<file path="src/rtl/registersstage1.sv">
// Decode/operand stage: register read, bus-cycle setup and ALU operand latch,
// with stage-2 write-back hazard stall and jump flush. Optional: REGISTERSSTAGE1_FORWARDING_EN.
module registersstage1 (
  input  logic        clock,
  input  logic        reset,
  input  logic [31:0] inbound_instruction,
  input  logic [31:0] inbound_address,
  output logic        fetch_stall,
  output logic [3:0]  read_index_a,
  output logic [3:0]  read_index_b,
  input  logic [31:0] read_data_a,
  input  logic [31:0] read_data_b,
  input  logic        stage2_write,
  input  logic        stage2_write_immediate,
  input  logic [3:0]  stage2_write_index,
  input  logic [31:0] stage2_write_data,
  input  logic        jump,
  output logic [31:0] outbound_instruction,
  output logic [31:0] outbound_address,
  output logic [3:0]  alu_op,
  output logic [31:0] alu_a,
  output logic [31:0] alu_b,
  output logic [31:0] bus_address,
  output logic [31:0] bus_data_out,
  output logic        bus_read,
  output logic        bus_write,
  output logic [1:0]  bus_cycle_width
);

  typedef enum logic [4:0] {
    OP_NOP    = 5'd0,
    OP_ALU    = 5'd1,
    OP_ALUMI  = 5'd2,
    OP_ALUM   = 5'd3,
    OP_LOAD   = 5'd4,
    OP_STORE  = 5'd5,
    OP_LOADI  = 5'd6,
    OP_BRANCH = 5'd7,
    OP_JUMP   = 5'd8
  } opcode_t;

  typedef enum logic [1:0] {
    CW_BYTE = 2'd0,
    CW_WORD = 2'd1,
    CW_LONG = 2'd2,
    CW_RSVD = 2'd3
  } t_cycle_width;

  typedef enum logic [3:0] {
    ALU_ADD = 4'd0
  } alu_op_t;

  opcode_t      op;
  logic [3:0]   field_d;
  logic [3:0]   field_a;
  logic [3:0]   field_b;
  logic [31:0]  sext12;
  logic [31:0]  sext8;
  t_cycle_width field_w;

  assign op      = opcode_t'(inbound_instruction[31:27]);
  assign field_w = t_cycle_width'(inbound_instruction[26:25]);
  assign field_d = inbound_instruction[23:20];
  assign field_a = inbound_instruction[19:16];
  assign field_b = inbound_instruction[15:12];
  assign sext12  = {{20{inbound_instruction[11]}}, inbound_instruction[11:0]};
  assign sext8   = {{24{inbound_instruction[7]}}, inbound_instruction[7:0]};

  logic unused_bit24;
  assign unused_bit24 = inbound_instruction[24];

  // STORE fetches its data register through port B
  assign read_index_a = field_a;
  assign read_index_b = (op == OP_STORE) ? field_d : field_b;

  logic uses_a;
  logic uses_b;

  always_comb begin
    uses_a = 1'b0;
    uses_b = 1'b0;
    case (op)
      OP_ALU, OP_ALUM: begin
        uses_a = 1'b1;
        uses_b = 1'b1;
      end
      OP_STORE: begin
        uses_a = 1'b1;
        uses_b = 1'b1;
      end
      OP_ALUMI, OP_LOAD, OP_JUMP: uses_a = 1'b1;
      default: ;
    endcase
  end

  logic match_a;
  logic match_b;
  logic hazard;
  logic bubble;
  logic [31:0] operand_a;
  logic [31:0] operand_b;

  assign match_a = uses_a && (stage2_write_index == read_index_a);
  assign match_b = uses_b && (stage2_write_index == read_index_b);

`ifdef REGISTERSSTAGE1_FORWARDING_EN
  // Register-write results are forwarded; only immediate writes still stall
  assign hazard    = stage2_write_immediate && (match_a || match_b);
  assign operand_a = (stage2_write && match_a) ? stage2_write_data : read_data_a;
  assign operand_b = (stage2_write && match_b) ? stage2_write_data : read_data_b;
`else
  assign hazard    = (stage2_write || stage2_write_immediate) && (match_a || match_b);
  assign operand_a = read_data_a;
  assign operand_b = read_data_b;
`endif

  assign bubble      = hazard || jump;
  assign fetch_stall = reset && hazard && !jump;

  logic [31:0]  nxt_instruction;
  logic [31:0]  nxt_address;
  logic [3:0]   nxt_alu_op;
  logic [31:0]  nxt_alu_a;
  logic [31:0]  nxt_alu_b;
  logic [31:0]  nxt_bus_address;
  logic [31:0]  nxt_bus_data;
  logic         nxt_bus_read;
  logic         nxt_bus_write;
  t_cycle_width nxt_width;

  always_comb begin
    nxt_instruction = inbound_instruction;
    nxt_address     = inbound_address;
    nxt_alu_op      = '0;
    nxt_alu_a       = '0;
    nxt_alu_b       = '0;
    nxt_bus_address = '0;
    nxt_bus_data    = '0;
    nxt_bus_read    = 1'b0;
    nxt_bus_write   = 1'b0;
    nxt_width       = CW_BYTE;
    if (bubble) begin
      nxt_instruction = {OP_NOP, 27'h0};
      nxt_address     = '0;
    end else begin
      case (op)
        OP_LOAD: begin
          nxt_bus_address = operand_a + sext12;
          nxt_bus_read    = 1'b1;
          nxt_width       = field_w;
        end
        OP_STORE: begin
          nxt_bus_address = operand_a + sext12;
          nxt_bus_data    = operand_b;
          nxt_bus_write   = 1'b1;
          nxt_width       = field_w;
        end
        OP_ALU: begin
          nxt_alu_op = inbound_instruction[11:8];
          nxt_alu_a  = operand_a;
          nxt_alu_b  = operand_b;
        end
        OP_ALUMI: begin
          nxt_alu_op = inbound_instruction[11:8];
          nxt_alu_a  = operand_a;
          nxt_alu_b  = sext8;
        end
        OP_ALUM: begin
          nxt_alu_op      = inbound_instruction[11:8];
          nxt_alu_a       = operand_a;
          nxt_bus_address = operand_b;
          nxt_bus_read    = 1'b1;
          nxt_width       = CW_LONG;
        end
        OP_BRANCH: begin
          nxt_alu_op = ALU_ADD;
          nxt_alu_a  = inbound_address;
          nxt_alu_b  = {sext12[29:0], 2'b00};
        end
        OP_JUMP: begin
          nxt_alu_op = ALU_ADD;
          nxt_alu_a  = operand_a;
        end
        default: ;
      endcase
    end
  end

  always_ff @(posedge clock or negedge reset) begin
    if (!reset) begin
      outbound_instruction <= {OP_NOP, 27'h0};
      outbound_address     <= '0;
      alu_op               <= '0;
      alu_a                <= '0;
      alu_b                <= '0;
      bus_address          <= '0;
      bus_data_out         <= '0;
      bus_read             <= 1'b0;
      bus_write            <= 1'b0;
      bus_cycle_width      <= '0;
    end else begin
      outbound_instruction <= nxt_instruction;
      outbound_address     <= nxt_address;
      alu_op               <= nxt_alu_op;
      alu_a                <= nxt_alu_a;
      alu_b                <= nxt_alu_b;
      bus_address          <= nxt_bus_address;
      bus_data_out         <= nxt_bus_data;
      bus_read             <= nxt_bus_read;
      bus_write            <= nxt_bus_write;
      bus_cycle_width      <= nxt_width;
    end
  end

endmodule

</file>
<file path="config.mk">
export PLATFORM = sky130hd
export DESIGN_NAME = registersstage1
export DESIGN_NICKNAME = d
export VERILOG_FILES = /design/src/rtl/registersstage1.sv
export SDC_FILE = /design/constraint.sdc
export NUM_CORES = 1
export LEC_CHECK = 0
export ABC_AREA = 1
export CELL_PAD_IN_SITES_DETAIL_PLACEMENT = 1
export CELL_PAD_IN_SITES_GLOBAL_PLACEMENT = 2
export CORE_ASPECT_RATIO = 1.4
export CORE_MARGIN = 5
export CORE_UTILIZATION = 32
export DETAILED_ROUTE_END_ITERATION = 10
export DONT_BUFFER_PORTS = 1
export GPL_TIMING_DRIVEN = 0
export MAX_ROUTING_LAYER = met4
export PLACE_DENSITY_LB_ADDON = 0.2
export SLEW_MARGIN = 40
export SYNTH_ARGS = -nofsm -noshare
export SYNTH_HDL_FRONTEND = slang
export SYNTH_SLANG_ARGS = --single-unit
</file>
<file path="constraint.sdc">
create_clock -name clock -period 3.1 [get_ports clock]
set_input_delay 0.62 -clock clock [delete_from_list [all_inputs] [get_ports clock]]
set_output_delay 0.62 -clock clock [all_outputs]
set_load 0.02 [all_outputs]
</file>
==> summary.md <==
| Metric | Value |
|---|---|
| Yosys cell types | 39 |
| Yosys reg bits | 200 |
| Final instance area | approximately 11,000 µm² |
| Overall routing resource usage | 22.2% |
| Synth Area per Inst | 7.84 µm² |
| Top post-synthesis cells by area | dfrtp_1 51%, nand2_1 10%, nor2_1 9.6% |
| CTS tree | done |
| Slew @ Worst Pin | 0.786 ns |
| Static Leak | around 6.0 nW |
| # IOs | 378 |
| Crit path kind | in -> out |
| Overall die width | 159 µm |
| Hold/Removal Path Class | in -> async |
| WL met2 | 20.5 mm |
| Largest net degree at the start of global routing | approximately 200 |
| Final setup vio count | 0 |
| Post-Syn Instances | 1,262 |
| Sequential area share after synthesis | 50.6% |
| EDFF count, synth | 0 |
| Grt ovf | 0 |
| Count leader, synth | nand2_1 |
| WL final | 37.6 mm |
| Initial antenna violation count | 0 |
| Crit path capture type | output pin |
| CP startpoint kind | input pin |
| Critical Path, Cell by Cell | buf_2 -> nor2_4 -> nand3_4 -> nand2_1 -> nand2_1 -> nand2_1 -> nand2_1 -> nor2_1 -> nand3_1 -> nand2_1 -> nand2_2 -> nor2_2 |
| RD Place Congestion | 0.839 |
| Hold slack | -0.147 ns |
| Initial Util | 32.3% |
| Final Slew Violations | 0 |
| Synthesized cell area | 9890 µm² |
| Wire length on met1 | 14.1 mm |
| VDD IR max | roughly 0.30 mV |
| Top routing layer in use | met4 |
| Slew margin rel. | 47.6% |
| Share of layout cells above drive strength 1 | about 6.3% |
| Routed wl met3 | ~2.2 mm |
| Critical Path RT | 2.48 ns |
| ANT cells | 0 |
| Main synth FF type | dfrtp_1 |
| ANT nets after route | 0 |
| Part of the cycle the worst path needs | 93.0% |
| Final Net Count | about 1.5k |
| DR vias | approximately 8.1k |
| # fillers | roughly 3.7k |
| Syn nets | about 1.5k |
| Placement Cell Area | around 10,000 µm² |
| Core area | 30,600 µm² |
| Synth Warn # | 0 |
| First-pass GRT wire length | roughly 55 mm |
| Setup TNS | 0 ns |
| Failing checks | hold timing |
| Worst path max stage delay | 0.25 ns |
| Initial DRC Count | 342 |
| Worst Setup Slack, final | 0.218 ns |
| Cts bufs inserted | 17 |
| Pwr dens | 560 nW/µm² |
| Synth top cells by count | 273 x nand2_1, 253 x nor2_1, 230 x inv_1, 200 x dfrtp_1, 62 x a21oi_1 |
| CP arrival | between 2 and 2.5 ns |
| Rows | 76 |
| Post-DR vias/cell | 4.83 |
| Crit path max-delay family | simple AND/OR/NAND/NOR gates |
| RSZ-0062 raised after global routing | false |
| Reg area | 5000 µm² |
| Final Critical Period | 2.88 ns |
| Slowest stage cell on the critical path | nor2_4 |
| Outcome | complete, but fails checks |
| FMAX | 347 MHz |
| Final Hold Vio Count | 200 |
| Reg clk slew, reported paths | about 0.080 ns |
| Die area | 34,600 µm² |
| Layout area overhead | 12.2% |
| Cell taking the most area after synthesis | dfrtp_1 |
| FFs w/ async S/R, synth | 100% |
| CP Buf/Inv Count | 1 |
| Maximum fanout along the worst path | 8 |
| Clock Tree Buf Depth | 2 |
| Worst slack at placement | -0.00494 ns |
| Post-DP HPWL | 29.9 mm |
| Most common cell on crit path | nand2_1 |
| DRC Markers | 0 |
| Wire length per cell | 22.3 µm |
| Drt first pass iters | 6 |
| Multi-input gate area | 3770 µm² |
| Die H | 218 µm |
| Port Buffers | 0 |
| Synth top area share | 50.6% |
| Max-cap violations | 0 |
| Root Driver | clkbuf_16 |
| Clock sinks | 200 |
| H-tree depth | 4 |
| Vias in the first global route | between 8k and 9k |
[where the power goes]
| part | switching (mW) | internal (mW) | total, mW |
|---|---|---|---|
| Clock | 1.09 | 1.62 | 2.71 |
| Combinational | 0.473 | 0.217 | 0.690 |
| Sequential | 0.136 | 2.68 | 2.82 |
| Total | 1.70 | 4.51 | 6.21 |
[layout by cell type, fill, tap and decap left out, types with 2 or more instances in the layout]
cell type	count
a21o_1	2
a21oi_1	62
a221oi_1	6
a22oi_1	34
and3_1	2
buf_2	14
buf_4	14
bufinv_16	7
clkbuf_1	15
clkbuf_16	17
clkinv_4	2
dfrtp_1	200
ha_1	31
inv_1	230
inv_2	4
inv_6	3
inv_8	2
nand2_1	273
nand3_1	40
nand3b_1	9
nand4_1	8
nor2_1	252
nor2_2	2
nor2_4	2
nor3_1	6
o21ai_0	20
o21bai_1	3
o22ai_1	8
o32ai_1	2
or2_2	5
xor2_1	4
[state kept, by name, indices dropped and copies added (netlist names)]
signal,flops
bus_cycle_width,2
outbound_instruction,32
bus_write,1
outbound_address,32
alu_op,4
alu_a,32
bus_address,32
alu_b,32
bus_data_out,32
bus_read,1
[per-layer routing]
metal / vias up / global-route usage [%]
met5: - / -
met4: 0 / 6.03
met3: 37 / 4.59
met2: 224 / 40.7
met1: 3983 / 24.1
li1: 3891 / -
[per-stage QoR]
stage	total power [mW]	cells	hold slack (ns)	util, %
floorplan	3.35	1262	0.324	-
global placement	3.56	1652	0.331	33.9
detailed placement	3.57	1652	0.330	33.9
CTS	6.29	1684	-0.169	36.2
global route	6.49	1684	-0.175	36.2
finish	6.21	1684	-0.147	36.2
[repair_timing]
| item | 4_1_cts | 5_1_grt |
|---|---|---|
| gates cloned | 0 | 0 |
| endpoints found under the setup margin | 1 | 1 |
| resized for setup | 1 | 1 |
| hold endpoints to repair | 200 | 200 |
| buffers inserted | 0 | 0 |
[worst paths after layout]
path | to | slack [ns] | cells after the start | from
max in group asynchronous | bus_address[23] | 3.00 | 0 | reset
worst max-delay path | fetch_stall | 0.22 | 12 | inbound_instruction[28]
min in group clock | outbound_address[16] | 0.26 | 2 | inbound_address[16]
worst min-delay path | outbound_address[2] | -0.15 | 0 | reset
[logic make-up after synthesis]
logic type	count (synthesis)	synth area share (%)
AND/OR/NAND/NOR	606	24.9
buffers and inverters	278	11.3
flip-flops	200	50.6
AO/OA/AOI/OAI	141	8.64
adder cells (fa/ha/maj)	32	4.12
XOR/XNOR	5	0.443
[area by class of cell]
class | instances | area share, %
inverter | 234 | 7.91
multi-input combinational | 784 | 34.0
clock buffer | 17 | 3.83
buffer | 44 | 2.19
tap | 390 | 4.40
sequential | 200 | 45.1
clock inverter | 15 | 2.56
Note: power is estimated with default switching activity, not from simulation.
